===== config.mk =====
export PLATFORM = sky130hd
export DESIGN_NAME = exe_stage_flat
export DESIGN_NICKNAME = d
export VERILOG_FILES = /design/src/rtl/pipe_pkg.sv /design/src/rtl/exe_stage_if.sv /design/src/rtl/exe_mul_iter.sv /design/src/rtl/exe_stage.sv /design/src/flat_wrapper.sv
export SDC_FILE = /design/constraint.sdc
export NUM_CORES = 1
export LEC_CHECK = 0
export CELL_PAD_IN_SITES_DETAIL_PLACEMENT = 2
export CELL_PAD_IN_SITES_GLOBAL_PLACEMENT = 2
export CORE_ASPECT_RATIO = 1.75
export CORE_MARGIN = 5
export CORE_UTILIZATION = 33
export DETAILED_ROUTE_END_ITERATION = 16
export PLACE_DENSITY = 0.95
export SKIP_LAST_GASP = 1
export SYNTH_ARGS = -nofsm -noshare
export SYNTH_HDL_FRONTEND = slang
export SYNTH_HIERARCHICAL = 1
export SYNTH_SLANG_ARGS = --single-unit
export TNS_END_PERCENT = 1

===== constraint.sdc =====
create_clock -name clk -period 12.1 [get_ports clk]
set_clock_uncertainty 0.05 [all_clocks]
set_input_delay 2.42 -clock clk [delete_from_list [all_inputs] [get_ports clk]]
set_output_delay 2.42 -clock clk [all_outputs]
set_load 0.03 [all_outputs]

===== src/rtl/pipe_pkg.sv =====
// Shared pipeline definitions: ALU opcodes, EXE FSM states and datapath select constants.
package pipe_pkg;

  localparam logic [3:0] AluNop = 4'd0;
  localparam logic [3:0] AluAdd = 4'd1;
  localparam logic [3:0] AluSub = 4'd2;
  localparam logic [3:0] AluAnd = 4'd3;
  localparam logic [3:0] AluOr  = 4'd4;
  localparam logic [3:0] AluXor = 4'd5;
  localparam logic [3:0] AluSll = 4'd6;
  localparam logic [3:0] AluSrl = 4'd7;
  localparam logic [3:0] AluSra = 4'd8;
  localparam logic [3:0] AluSlt = 4'd9;
  localparam logic [3:0] AluBeq = 4'd10;
  localparam logic [3:0] AluBne = 4'd11;
  localparam logic [3:0] AluMul = 4'd12;

  localparam logic [1:0] StIdle    = 2'd0;
  localparam logic [1:0] StMulBusy = 2'd1;
  localparam logic [1:0] StMulDone = 2'd2;

  localparam logic LwAluSrc     = 1'b0;
  localparam logic LwMemSrc     = 1'b1;
  localparam logic MvAluSrc     = 1'b0;
  localparam logic MvRegSrc     = 1'b1;
  localparam logic ReadDisable  = 1'b0;
  localparam logic WriteDisable = 1'b0;

endpackage


===== src/rtl/exe_stage_if.sv =====
// ID/EXE operand bundle in, EXE/MEM register and hazard/branch signals out.
interface exe_stage_if #(
  parameter int unsigned DATA_W = 32,
  parameter int unsigned ADDR_W = 32,
  parameter int unsigned CTRL_W = 4
);
  logic [ADDR_W-1:0] exe_pc_o;
  logic [ADDR_W-1:0] exe_branch_addr;
  logic [DATA_W-1:0] exe_reg1_o;
  logic [DATA_W-1:0] exe_reg2_o;
  logic [DATA_W-1:0] exe_sw_o;
  logic [DATA_W-1:0] exe_write_o;
  logic [CTRL_W-1:0] exe_aluctrl;
  logic              exe_lwsrc;
  logic              exe_movsrc;
  logic              exe_DM_read;
  logic              exe_DM_write;
  logic              flush;
  logic              stall_req;
  logic              branch_taken;
  logic [ADDR_W-1:0] branch_target;
  logic              mem_valid;
  logic [ADDR_W-1:0] mem_pc_o;
  logic [DATA_W-1:0] mem_alu_result;
  logic [DATA_W-1:0] mem_sw_o;
  logic [DATA_W-1:0] mem_write_o;
  logic              mem_lwsrc;
  logic              mem_DM_read;
  logic              mem_DM_write;

  modport master (
    output exe_pc_o, exe_branch_addr, exe_reg1_o, exe_reg2_o, exe_sw_o, exe_write_o,
           exe_aluctrl, exe_lwsrc, exe_movsrc, exe_DM_read, exe_DM_write, flush,
    input  stall_req, branch_taken, branch_target, mem_valid, mem_pc_o, mem_alu_result,
           mem_sw_o, mem_write_o, mem_lwsrc, mem_DM_read, mem_DM_write
  );

  modport slave (
    input  exe_pc_o, exe_branch_addr, exe_reg1_o, exe_reg2_o, exe_sw_o, exe_write_o,
           exe_aluctrl, exe_lwsrc, exe_movsrc, exe_DM_read, exe_DM_write, flush,
    output stall_req, branch_taken, branch_target, mem_valid, mem_pc_o, mem_alu_result,
           mem_sw_o, mem_write_o, mem_lwsrc, mem_DM_read, mem_DM_write
  );
endinterface


===== src/rtl/exe_mul_iter.sv =====
// Iterative shift-add multiplier: one partial product per cycle, low DATA_W bits kept.
module exe_mul_iter #(
  parameter int unsigned DATA_W     = 32,
  parameter int unsigned MUL_CYCLES = 32
) (
  input  logic              clk,
  input  logic              rst,
  input  logic              i_start,
  input  logic              i_abort,
  input  logic [DATA_W-1:0] i_mcand,
  input  logic [DATA_W-1:0] i_mplier,
  output logic              o_busy,
  output logic              o_done,
  output logic [DATA_W-1:0] o_product
);
  localparam int unsigned CntW = $clog2(MUL_CYCLES + 1);

  logic [DATA_W-1:0] r_mcand;
  logic [DATA_W-1:0] r_mplier;
  logic [DATA_W-1:0] r_acc;
  logic [CntW-1:0]   r_cnt;
  logic              r_busy;

  // High during the cycle that performs the final iteration.
  assign o_done    = r_busy && (r_cnt == CntW'(MUL_CYCLES - 1));
  assign o_busy    = r_busy;
  assign o_product = r_acc;

  always_ff @(posedge clk) begin
    if (rst) begin
      r_mcand  <= '0;
      r_mplier <= '0;
      r_acc    <= '0;
      r_cnt    <= '0;
      r_busy   <= 1'b0;
    end else if (i_abort) begin
      r_cnt  <= '0;
      r_busy <= 1'b0;
    end else if (i_start) begin
      r_mcand  <= i_mcand;
      r_mplier <= i_mplier;
      r_acc    <= '0;
      r_cnt    <= '0;
      r_busy   <= 1'b1;
    end else if (r_busy) begin
      if (r_mplier[0]) begin
        r_acc <= r_acc + r_mcand;
      end
      r_mcand  <= r_mcand << 1;
      r_mplier <= r_mplier >> 1;
      r_cnt    <= r_cnt + CntW'(1);
      if (o_done) begin
        r_busy <= 1'b0;
      end
    end
  end
endmodule


===== src/rtl/exe_stage.sv =====
// Execute stage: single-cycle ALU, branch resolve, multi-cycle multiply and EXE/MEM register.
module exe_stage
  import pipe_pkg::*;
#(
  parameter int unsigned DATA_W     = 32,
  parameter int unsigned ADDR_W     = 32,
  parameter int unsigned CTRL_W     = 4,
  parameter int unsigned MUL_CYCLES = 32
) (
  input logic       clk,
  input logic       rst,
  exe_stage_if.slave bus
);
  logic [1:0]        r_state;
  logic [1:0]        w_state_next;
  logic [CTRL_W-1:0] w_ctrl;
  logic              w_is_mul;
  logic              w_is_branch;
  logic              w_idle;
  logic              w_busy_st;
  logic              w_mul_start;
  logic              w_mul_abort;
  logic              w_mul_busy;
  logic              w_mul_done;
  logic [DATA_W-1:0] w_product;
  logic [DATA_W-1:0] w_alu;
  logic [DATA_W-1:0] w_result;
  logic              w_branch_cond;
  logic              w_stall;
  logic              w_bubble;

  logic              r_mem_valid;
  logic [ADDR_W-1:0] r_mem_pc;
  logic [DATA_W-1:0] r_mem_result;
  logic [DATA_W-1:0] r_mem_sw;
  logic [DATA_W-1:0] r_mem_write;
  logic              r_mem_lwsrc;
  logic              r_mem_rd;
  logic              r_mem_wr;

  assign w_ctrl      = bus.exe_aluctrl;
  assign w_is_mul    = (w_ctrl == CTRL_W'(AluMul));
  assign w_is_branch = (w_ctrl == CTRL_W'(AluBeq)) || (w_ctrl == CTRL_W'(AluBne));
  assign w_idle      = (r_state == StIdle);
  assign w_busy_st   = (r_state == StMulBusy);
  assign w_mul_start = !rst && w_idle && w_is_mul && !bus.flush;
  assign w_mul_abort = w_busy_st && bus.flush;

  // Reset and flush both drop the stall combinationally so the hazard unit never sees a stale hold.
  assign w_stall  = !rst && !bus.flush && ((w_idle && w_is_mul) || (w_busy_st && w_mul_busy));
  assign w_bubble = w_stall || bus.flush;

  exe_mul_iter #(
    .DATA_W    (DATA_W),
    .MUL_CYCLES(MUL_CYCLES)
  ) u_mul (
    .clk      (clk),
    .rst      (rst),
    .i_start  (w_mul_start),
    .i_abort  (w_mul_abort),
    .i_mcand  (bus.exe_reg1_o),
    .i_mplier (bus.exe_reg2_o),
    .o_busy   (w_mul_busy),
    .o_done   (w_mul_done),
    .o_product(w_product)
  );

  always_comb begin
    w_state_next = r_state;
    case (r_state)
      StIdle:    if (w_mul_start) w_state_next = StMulBusy;
      StMulBusy: begin
        if (bus.flush)      w_state_next = StIdle;
        else if (w_mul_done) w_state_next = StMulDone;
      end
      StMulDone: w_state_next = StIdle;
      default:   w_state_next = StIdle;
    endcase
  end

  always_ff @(posedge clk) begin
    if (rst) r_state <= StIdle;
    else     r_state <= w_state_next;
  end

  always_comb begin
    w_alu         = '0;
    w_branch_cond = 1'b0;
    case (w_ctrl)
      CTRL_W'(AluAdd): w_alu = bus.exe_reg1_o + bus.exe_reg2_o;
      CTRL_W'(AluSub): w_alu = bus.exe_reg1_o - bus.exe_reg2_o;
      CTRL_W'(AluAnd): w_alu = bus.exe_reg1_o & bus.exe_reg2_o;
      CTRL_W'(AluOr):  w_alu = bus.exe_reg1_o | bus.exe_reg2_o;
      CTRL_W'(AluXor): w_alu = bus.exe_reg1_o ^ bus.exe_reg2_o;
      CTRL_W'(AluSll): w_alu = bus.exe_reg1_o << bus.exe_reg2_o[4:0];
      CTRL_W'(AluSrl): w_alu = bus.exe_reg1_o >> bus.exe_reg2_o[4:0];
      CTRL_W'(AluSra): w_alu = $unsigned($signed(bus.exe_reg1_o) >>> bus.exe_reg2_o[4:0]);
      CTRL_W'(AluSlt): w_alu = {{(DATA_W-1){1'b0}},
                                ($signed(bus.exe_reg1_o) < $signed(bus.exe_reg2_o))};
      CTRL_W'(AluBeq): w_branch_cond = (bus.exe_reg1_o == bus.exe_reg2_o);
      CTRL_W'(AluBne): w_branch_cond = (bus.exe_reg1_o != bus.exe_reg2_o);
      default:         w_alu = '0;
    endcase
  end

  always_comb begin
    if (r_state == StMulDone)          w_result = w_product;
    else if (bus.exe_movsrc == MvRegSrc) w_result = bus.exe_reg2_o;
    else                               w_result = w_alu;
  end

  always_ff @(posedge clk) begin
    if (rst) begin
      r_mem_valid  <= 1'b0;
      r_mem_pc     <= '0;
      r_mem_result <= '0;
      r_mem_sw     <= '0;
      r_mem_write  <= '0;
      r_mem_lwsrc  <= LwAluSrc;
      r_mem_rd     <= ReadDisable;
      r_mem_wr     <= WriteDisable;
    end else begin
      r_mem_pc    <= bus.exe_pc_o;
      r_mem_sw    <= bus.exe_sw_o;
      r_mem_write <= bus.exe_write_o;
      r_mem_lwsrc <= bus.exe_lwsrc;
      if (w_bubble) begin
        r_mem_valid  <= 1'b0;
        r_mem_result <= '0;
        r_mem_rd     <= ReadDisable;
        r_mem_wr     <= WriteDisable;
      end else begin
        r_mem_valid  <= 1'b1;
        r_mem_result <= w_result;
        r_mem_rd     <= w_is_branch ? ReadDisable : bus.exe_DM_read;
        r_mem_wr     <= w_is_branch ? WriteDisable : bus.exe_DM_write;
      end
    end
  end

  assign bus.stall_req      = w_stall;
  assign bus.branch_taken   = !rst && w_idle && !bus.flush && w_branch_cond;
  assign bus.branch_target  = bus.exe_branch_addr;
  assign bus.mem_valid      = r_mem_valid;
  assign bus.mem_pc_o       = r_mem_pc;
  assign bus.mem_alu_result = r_mem_result;
  assign bus.mem_sw_o       = r_mem_sw;
  assign bus.mem_write_o    = r_mem_write;
  assign bus.mem_lwsrc      = r_mem_lwsrc;
  assign bus.mem_DM_read    = r_mem_rd;
  assign bus.mem_DM_write   = r_mem_wr;
endmodule


===== src/flat_wrapper.sv =====
// flat-port wrapper written by rule: the top's interface ports become plain ports
module exe_stage_flat import pipe_pkg::*;
#(
  parameter int unsigned DATA_W     = 32,
  parameter int unsigned ADDR_W     = 32,
  parameter int unsigned CTRL_W     = 4,
  parameter int unsigned MUL_CYCLES = 32
)
  (clk, rst, bus_exe_pc_o, bus_exe_branch_addr, bus_exe_reg1_o, bus_exe_reg2_o, bus_exe_sw_o, bus_exe_write_o, bus_exe_aluctrl, bus_exe_lwsrc, bus_exe_movsrc, bus_exe_DM_read, bus_exe_DM_write, bus_flush, bus_stall_req, bus_branch_taken, bus_branch_target, bus_mem_valid, bus_mem_pc_o, bus_mem_alu_result, bus_mem_sw_o, bus_mem_write_o, bus_mem_lwsrc, bus_mem_DM_read, bus_mem_DM_write);
  exe_stage_if #(.DATA_W(DATA_W), .ADDR_W(ADDR_W), .CTRL_W(CTRL_W)) bus_i ();
  input logic clk;
  input logic rst;
  input wire logic [$bits(bus_i.exe_pc_o)-1:0] bus_exe_pc_o;
  input wire logic [$bits(bus_i.exe_branch_addr)-1:0] bus_exe_branch_addr;
  input wire logic [$bits(bus_i.exe_reg1_o)-1:0] bus_exe_reg1_o;
  input wire logic [$bits(bus_i.exe_reg2_o)-1:0] bus_exe_reg2_o;
  input wire logic [$bits(bus_i.exe_sw_o)-1:0] bus_exe_sw_o;
  input wire logic [$bits(bus_i.exe_write_o)-1:0] bus_exe_write_o;
  input wire logic [$bits(bus_i.exe_aluctrl)-1:0] bus_exe_aluctrl;
  input wire logic [$bits(bus_i.exe_lwsrc)-1:0] bus_exe_lwsrc;
  input wire logic [$bits(bus_i.exe_movsrc)-1:0] bus_exe_movsrc;
  input wire logic [$bits(bus_i.exe_DM_read)-1:0] bus_exe_DM_read;
  input wire logic [$bits(bus_i.exe_DM_write)-1:0] bus_exe_DM_write;
  input wire logic [$bits(bus_i.flush)-1:0] bus_flush;
  output wire logic [$bits(bus_i.stall_req)-1:0] bus_stall_req;
  output wire logic [$bits(bus_i.branch_taken)-1:0] bus_branch_taken;
  output wire logic [$bits(bus_i.branch_target)-1:0] bus_branch_target;
  output wire logic [$bits(bus_i.mem_valid)-1:0] bus_mem_valid;
  output wire logic [$bits(bus_i.mem_pc_o)-1:0] bus_mem_pc_o;
  output wire logic [$bits(bus_i.mem_alu_result)-1:0] bus_mem_alu_result;
  output wire logic [$bits(bus_i.mem_sw_o)-1:0] bus_mem_sw_o;
  output wire logic [$bits(bus_i.mem_write_o)-1:0] bus_mem_write_o;
  output wire logic [$bits(bus_i.mem_lwsrc)-1:0] bus_mem_lwsrc;
  output wire logic [$bits(bus_i.mem_DM_read)-1:0] bus_mem_DM_read;
  output wire logic [$bits(bus_i.mem_DM_write)-1:0] bus_mem_DM_write;
  assign bus_i.exe_pc_o = bus_exe_pc_o;
  assign bus_i.exe_branch_addr = bus_exe_branch_addr;
  assign bus_i.exe_reg1_o = bus_exe_reg1_o;
  assign bus_i.exe_reg2_o = bus_exe_reg2_o;
  assign bus_i.exe_sw_o = bus_exe_sw_o;
  assign bus_i.exe_write_o = bus_exe_write_o;
  assign bus_i.exe_aluctrl = bus_exe_aluctrl;
  assign bus_i.exe_lwsrc = bus_exe_lwsrc;
  assign bus_i.exe_movsrc = bus_exe_movsrc;
  assign bus_i.exe_DM_read = bus_exe_DM_read;
  assign bus_i.exe_DM_write = bus_exe_DM_write;
  assign bus_i.flush = bus_flush;
  assign bus_stall_req = bus_i.stall_req;
  assign bus_branch_taken = bus_i.branch_taken;
  assign bus_branch_target = bus_i.branch_target;
  assign bus_mem_valid = bus_i.mem_valid;
  assign bus_mem_pc_o = bus_i.mem_pc_o;
  assign bus_mem_alu_result = bus_i.mem_alu_result;
  assign bus_mem_sw_o = bus_i.mem_sw_o;
  assign bus_mem_write_o = bus_i.mem_write_o;
  assign bus_mem_lwsrc = bus_i.mem_lwsrc;
  assign bus_mem_DM_read = bus_i.mem_DM_read;
  assign bus_mem_DM_write = bus_i.mem_DM_write;
  exe_stage #(.DATA_W(DATA_W), .ADDR_W(ADDR_W), .CTRL_W(CTRL_W), .MUL_CYCLES(MUL_CYCLES)) u_core (.clk(clk), .rst(rst), .bus(bus_i));
endmodule

Yosys cells after proc, flatten, opt, wreduce, memory -nomap -nowiden. Cells that the tools add are included.

Add/subtract/negate cells: 4. Order comparisons: 1. Equal/unequal tests: 19. Shift operators: 3. Multiplexer cells: 19. Bitwise logic cells: 4. Reduce and logical (&&, ||, !) cells: 26.

Operators by type and width (count): 32-bit two-way mux (9); 32-bit one-hot mux with 9 select lines (1); 32-bit adder (2); 32-bit AND (1); 32-bit == test (1); 32-bit < comparator (1); 32-bit != test (1); 32-bit OR (1); 32-bit by 5-bit left shift with 32-bit output (1); 32-bit by 5-bit >> shifter with 32-bit output (1); 32-bit by 5-bit >>> shifter with 32-bit output (1); 32-bit subtractor (1); 32-bit bitwise XOR (1); 4-bit == test (second input constant) (5); 4-bit by 3-bit == test with 1-bit output (second input constant) (4); 1-bit logical AND (11); 4-bit by 2-bit == test with 1-bit output (second input constant) (2); 6-bit by 1-bit adder with 6-bit output (second input constant) (1); 6-bit by 5-bit == test with 1-bit output (second input constant) (1); 2-bit two-way mux (3); 3-bit OR reduction (2); 4-bit by 1-bit == test with 1-bit output (second input constant) (1); 1-bit two-way mux (4); 2-bit one-hot mux with 2 select lines (1); other kinds (13) (19).

Register bits: 237. Output and inout bits: 166.

Logic depth before layout (Yosys ltp).
Depth after elaboration: 6. Gate-level depth with buffers: 16. Mapped depth without buffers: 13.

By module. The synthesis kept the hierarchy.

Modules (own cells, without submodules): exe_stage (instances 1, cells each 1706, area an instance 13068.8 um^2); exe_mul_iter (instances 1, cells each 676, area an instance 5810.6 um^2).

Least setup slack after synthesis. OpenSTA, ideal clock, no wires.

Path type: input port to output port. From: input bus_exe_reg2_o[2]. To: output bus_branch_taken. Data arrival time: 4.969 ns. Data required time: 9.630 ns. Setup slack: 4.661 ns. Stages: 12. Cells stage by stage: inv_1 -> clkbuf_1 -> buf_1 -> clkbuf_1 -> ha_1 -> buf_2 -> nor2_1 -> nand2_1 -> nor2_1 -> nand4_1 -> xnor2_1 -> and4_1.

Word-level cells in the longest chain between the ends: 3.

Ends and longest elaborated chain: from (decl) (RTL line flat_wrapper.sv:16) `input wire logic [$bits(bus_i.exe_reg2_o)-1:0] bus_exe_reg2_o;`; 32-bit != test or 32-bit == test (tied branches) (RTL line exe_stage.sv:101, exe_stage.sv:100); 1-bit one-hot mux with 2 select lines * (RTL line exe_stage.sv:89) `case (w_ctrl)`; 1-bit logical AND * (RTL line exe_stage.sv:142) `assign bus.branch_taken = !rst && w_idle && !bus.flush && w_branch_cond;`; to (decl) (RTL line flat_wrapper.sv:26) `output wire logic [$bits(bus_i.branch_taken)-1:0] bus_branch_taken;`.

Every way passes the cells marked *; elsewhere a longest branch is shown, timed or not.

Worst setup path in the final report.
From: input bus_exe_reg1_o[23]. To: output bus_branch_taken.

Word-level cells in the longest chain between the ends: 3.

Ends and longest elaborated chain: from (decl) (RTL line flat_wrapper.sv:15) `input wire logic [$bits(bus_i.exe_reg1_o)-1:0] bus_exe_reg1_o;`; 32-bit != test or 32-bit == test (tied branches) (RTL line exe_stage.sv:101, exe_stage.sv:100); 1-bit one-hot mux with 2 select lines * (RTL line exe_stage.sv:89); 1-bit logical AND * (RTL line exe_stage.sv:142).

Marks and branches as above.

==> metrics.md <==
| Metric | Value |
|---|---|
| Status | completed |
| Final period util | 0.733 |
| Initial antenna violation count | 4 |
| Total track usage | 0.322 |
| Share of Yosys cell area claimed by the top area cell type | 0.251 |
| DR vias/cell | 6.13 |
| Area Growth Syn to Fin | 22.3% |
| First-pass DRT Iterations | 6 |
| Setup violations, final | 0 |
| Register Area | 4740 sq um |
| Post-synth EDFFs | 0 |
| ANT nets after route | 0 |
| Leak | 8.99 nW |
| Pwr per Cell Area | 102 nW/um^2 |
| Chip Width | 191 um |
| Area of the die | 62300 sq um |
| Crit Path Category | primary input to output port |
| Total power draw | 0.00235 W |
| Sequential area share after synthesis | 0.251 |
| Register-to-Register Setup Slack | 8.37 ns |
| Post-synth ARST share | 0 |
| Ys Warns | 6 |
| Largest net degree at the start of global routing | 92 |
| Max VDD drop | 0.000108 V |
| Crit Path Max Fanout | 11 |
| Vias in the first global route | 22.9k |
| Clock root buffer | clkbuf_16 |
| Global-route wire length before repair | 152000 um |
| RSZ-0062 raised after global routing | false |
| Starting DRT DRC Count | 1366 |
| FF-to-FF End | u_core/u_mul/r_mcand[9] |
| Path type of the worst min-delay path | register to register |
| Critical path cell sequence | clkdlybuf4s50_1 -> inv_1 -> ha_1 -> nor4_1 -> and4b_1 -> nand4_1 -> xnor2_1 -> and4_1 -> clkdlybuf4s50_1 |
| Worst setup SP type | primary input |
| Most common flop cell mapped by yosys | dfxtp_1 |
| CTS H-tree depth | 1 |
| Io pins | 369 |
| Clock tree from TritonCTS | built |
| Core Rows | 116 |
| GRT overflow | 0 |
| Slew margin rel. | 0.174 |
| Post-synth top cells | nor2_1 (275), dfxtp_1 (237), a21oi_1 (202), nand2_1 (151), o21ai_0 (132) |
| Setup_tns | 0 ns |
| Starting Density | 0.332 |
| Fmax achieved | 113 MHz |
| Crit. End Element | output port |
| GPL Wtd Cong | 1.00 |
| Post-CTS setup buffers | 0 |
| Final HPWL DP | 81400 um |
| Core ar. | 56900 sq um |
| DRC Markers | 0 |
| Count leader, synth | nor2_1 |
| Filler Cells Inserted | 6381 |
| Fin nets | 2883 |
| Multi-input logic area | 12800 sq um |
| Routed wire length per instance | 31.3 um |
| Die extent in y | 326 um |
| Clock transition at the registers of the reported paths | 0.07 ns |
| Cell family with most CP delay | buffers and inverters |
| Minimum clock period | 8.87 ns |
| Synthesized Nets | 2717 |
| Post_cts resized | 0 |
| R2R Path Start | u_core/r_state[1] |
| FF-to-FF path depth | 10 |
| Critical path's slowest cell | clkdlybuf4s50_1 |
| Total CTS buffers | 26 |
| Worst EP required | 9.63 ns |
| CP Depth | 9 |
| Crit path arrival time | 6.40 ns |
| Clk buf depth | 3 |
| Synth top area cells | dfxtp_1 (25%), ha_1 (8.5%), mux2i_1 (6.5%) |
| Clk Latency, worst-skew pair | 0.57 ns |
| Cts hold-fix bufs | 0 |
| MaxCap Viol Count | 0 |
| Dominant cell type by area after synthesis | dfxtp_1 |
| Vias | 20.5k |
| Max-slew violations | 0 |
| Yosys reg bits | 237 |
| Post-Syn Area | 18900 sq um |
| Port buffer count | 304 |
| Drt total wl | 104000 um |
| CP dominant cell by count | clkdlybuf4s50_1 |
| Synth Area per Inst | 7.93 sq um |
| WP buf/inv | 3 |
| Post-synthesis cell type count | 82 |
| Hold Violations, Final | 0 |
| Cells after synthesis | 2382 |
| Worst setup path start | bus_exe_reg1_o[23] |
| Worst-margin pin slew | 1.22 ns |
| Max stage delay on crit path | 0.80 ns |
| Critical Path Sink | bus_branch_taken |
| Fraction of layout cells with a size suffix above 1 | 0.0655 |
| Clk sinks | 237 |
[sequential cells by signal, summed over array words and instances (netlist names), 2 cells and up]
signal,count
u_core/bus.mem_sw_o,32
u_core/r_state,2
u_core/bus.mem_pc_o,32
u_core/bus.mem_alu_result,32
u_core/u_mul/r_mplier,32
u_core/u_mul/r_cnt,6
u_core/u_mul/o_product,32
u_core/bus.mem_write_o,32
u_core/u_mul/r_mcand,32
[kinds of logic (layout without fill, tap and decap cells)]
| group | count (synthesis) | after routing | synth area share |
|---|---|---|---|
| xor gates and xnor gates | 42 | 42 | 0.0195 |
| other | 0 | 4 | 0 |
| and+or+nand+nor | 745 | 745 | 0.188 |
| muxes | 174 | 174 | 0.124 |
| DFF | 237 | 237 | 0.251 |
| buffers and inverters | 317 | 498 | 0.0734 |
| adders and majority gates | 132 | 132 | 0.0887 |
| AOI/OAI and AO/OA | 735 | 735 | 0.255 |
[worst min path at each step]
stage / from / to / slack (ns) / cells past startpoint
after detailed placement: u_core/u_mul/o_product[18] / u_core/u_mul/o_product[18] / 0.43 / 2
after floorplan: u_core/u_mul/o_product[30] / u_core/u_mul/o_product[30] / 0.39 / 2
after global routing: u_core/u_mul/o_product[6] / u_core/u_mul/o_product[6] / 0.45 / 2
final: u_core/u_mul/o_product[18] / u_core/u_mul/o_product[18] / 0.44 / 2
after global placement: u_core/u_mul/o_product[12] / u_core/u_mul/o_product[12] / 0.41 / 2
after CTS: u_core/u_mul/o_product[18] / u_core/u_mul/o_product[18] / 0.44 / 2
[placed cells by master, fill, tap and decap left out, types with 46 or more instances in the layout]
cell type	instances
buf_4	46
clkdlybuf4s50_1	298
a211oi_1	88
nand2_1	150
mux4_2	47
nor2_1	273
mux2i_1	122
o21ai_0	132
nor2b_1	122
inv_1	103
ha_1	129
dfxtp_1	237
a21oi_1	202
nor3_1	49
[routing by layer]
| metal | track usage | wire length (um) |
|---|---|---|
| met5 | 0 | 0 |
| met4 | 0.210 | 8080 |
| met3 | 0.0620 | 6140 |
| met2 | 0.587 | 53800 |
| met1 | 0.329 | 36400 |
[power by group]
group	leakage, nW	switching [W]	internal [W]
Combinational	6.64	0.000450	0.000257
Sequential	1.94	0.0000160	0.000808
Clock	0.403	0.000352	0.000468
[metrics by stage]
stage / utilization / hold slack, ns / instance area [sq um] / setup WS [ns] / std cells
3_5_place_dp: 0.391 / 0.430 / 22200 / 3.21 / 3287
4_1_cts: 0.406 / 0.440 / 23100 / 3.21 / 3330
5_1_grt: 0.406 / 0.455 / 23100 / 3.11 / 3332
6_report: 0.406 / 0.444 / 23100 / 3.23 / 3334
3_3_place_gp: 0.391 / 0.411 / 22200 / 3.26 / 3287
2_1_floorplan: - / 0.392 / 18900 / 4.66 / 2382
[layout make-up]
cell class	instances	area share
Antenna cell	4	0.000433
Clock buffer	36	0.0320
Clock inverter	7	0.00439
Inverter	106	0.0173
Multi-Input combinational cell	1828	0.553
Sequential cell	237	0.205
Tap cell	767	0.0416
Timing Repair Buffer	349	0.145
[worst register-to-register path, cell delays in order, from the launching register on]
cell and delay, ns:
dfxtp_1 0.35, nor2_1 0.10, and3_1 0.19, nand3_1 0.20
inv_4 0.58, nor2_1 0.20, nor2_4 0.12, buf_4 0.57
buf_4 0.67, nor2_1 0.19, a211oi_1 0.39
No activity file was read; power rests on OpenSTA's default activity.
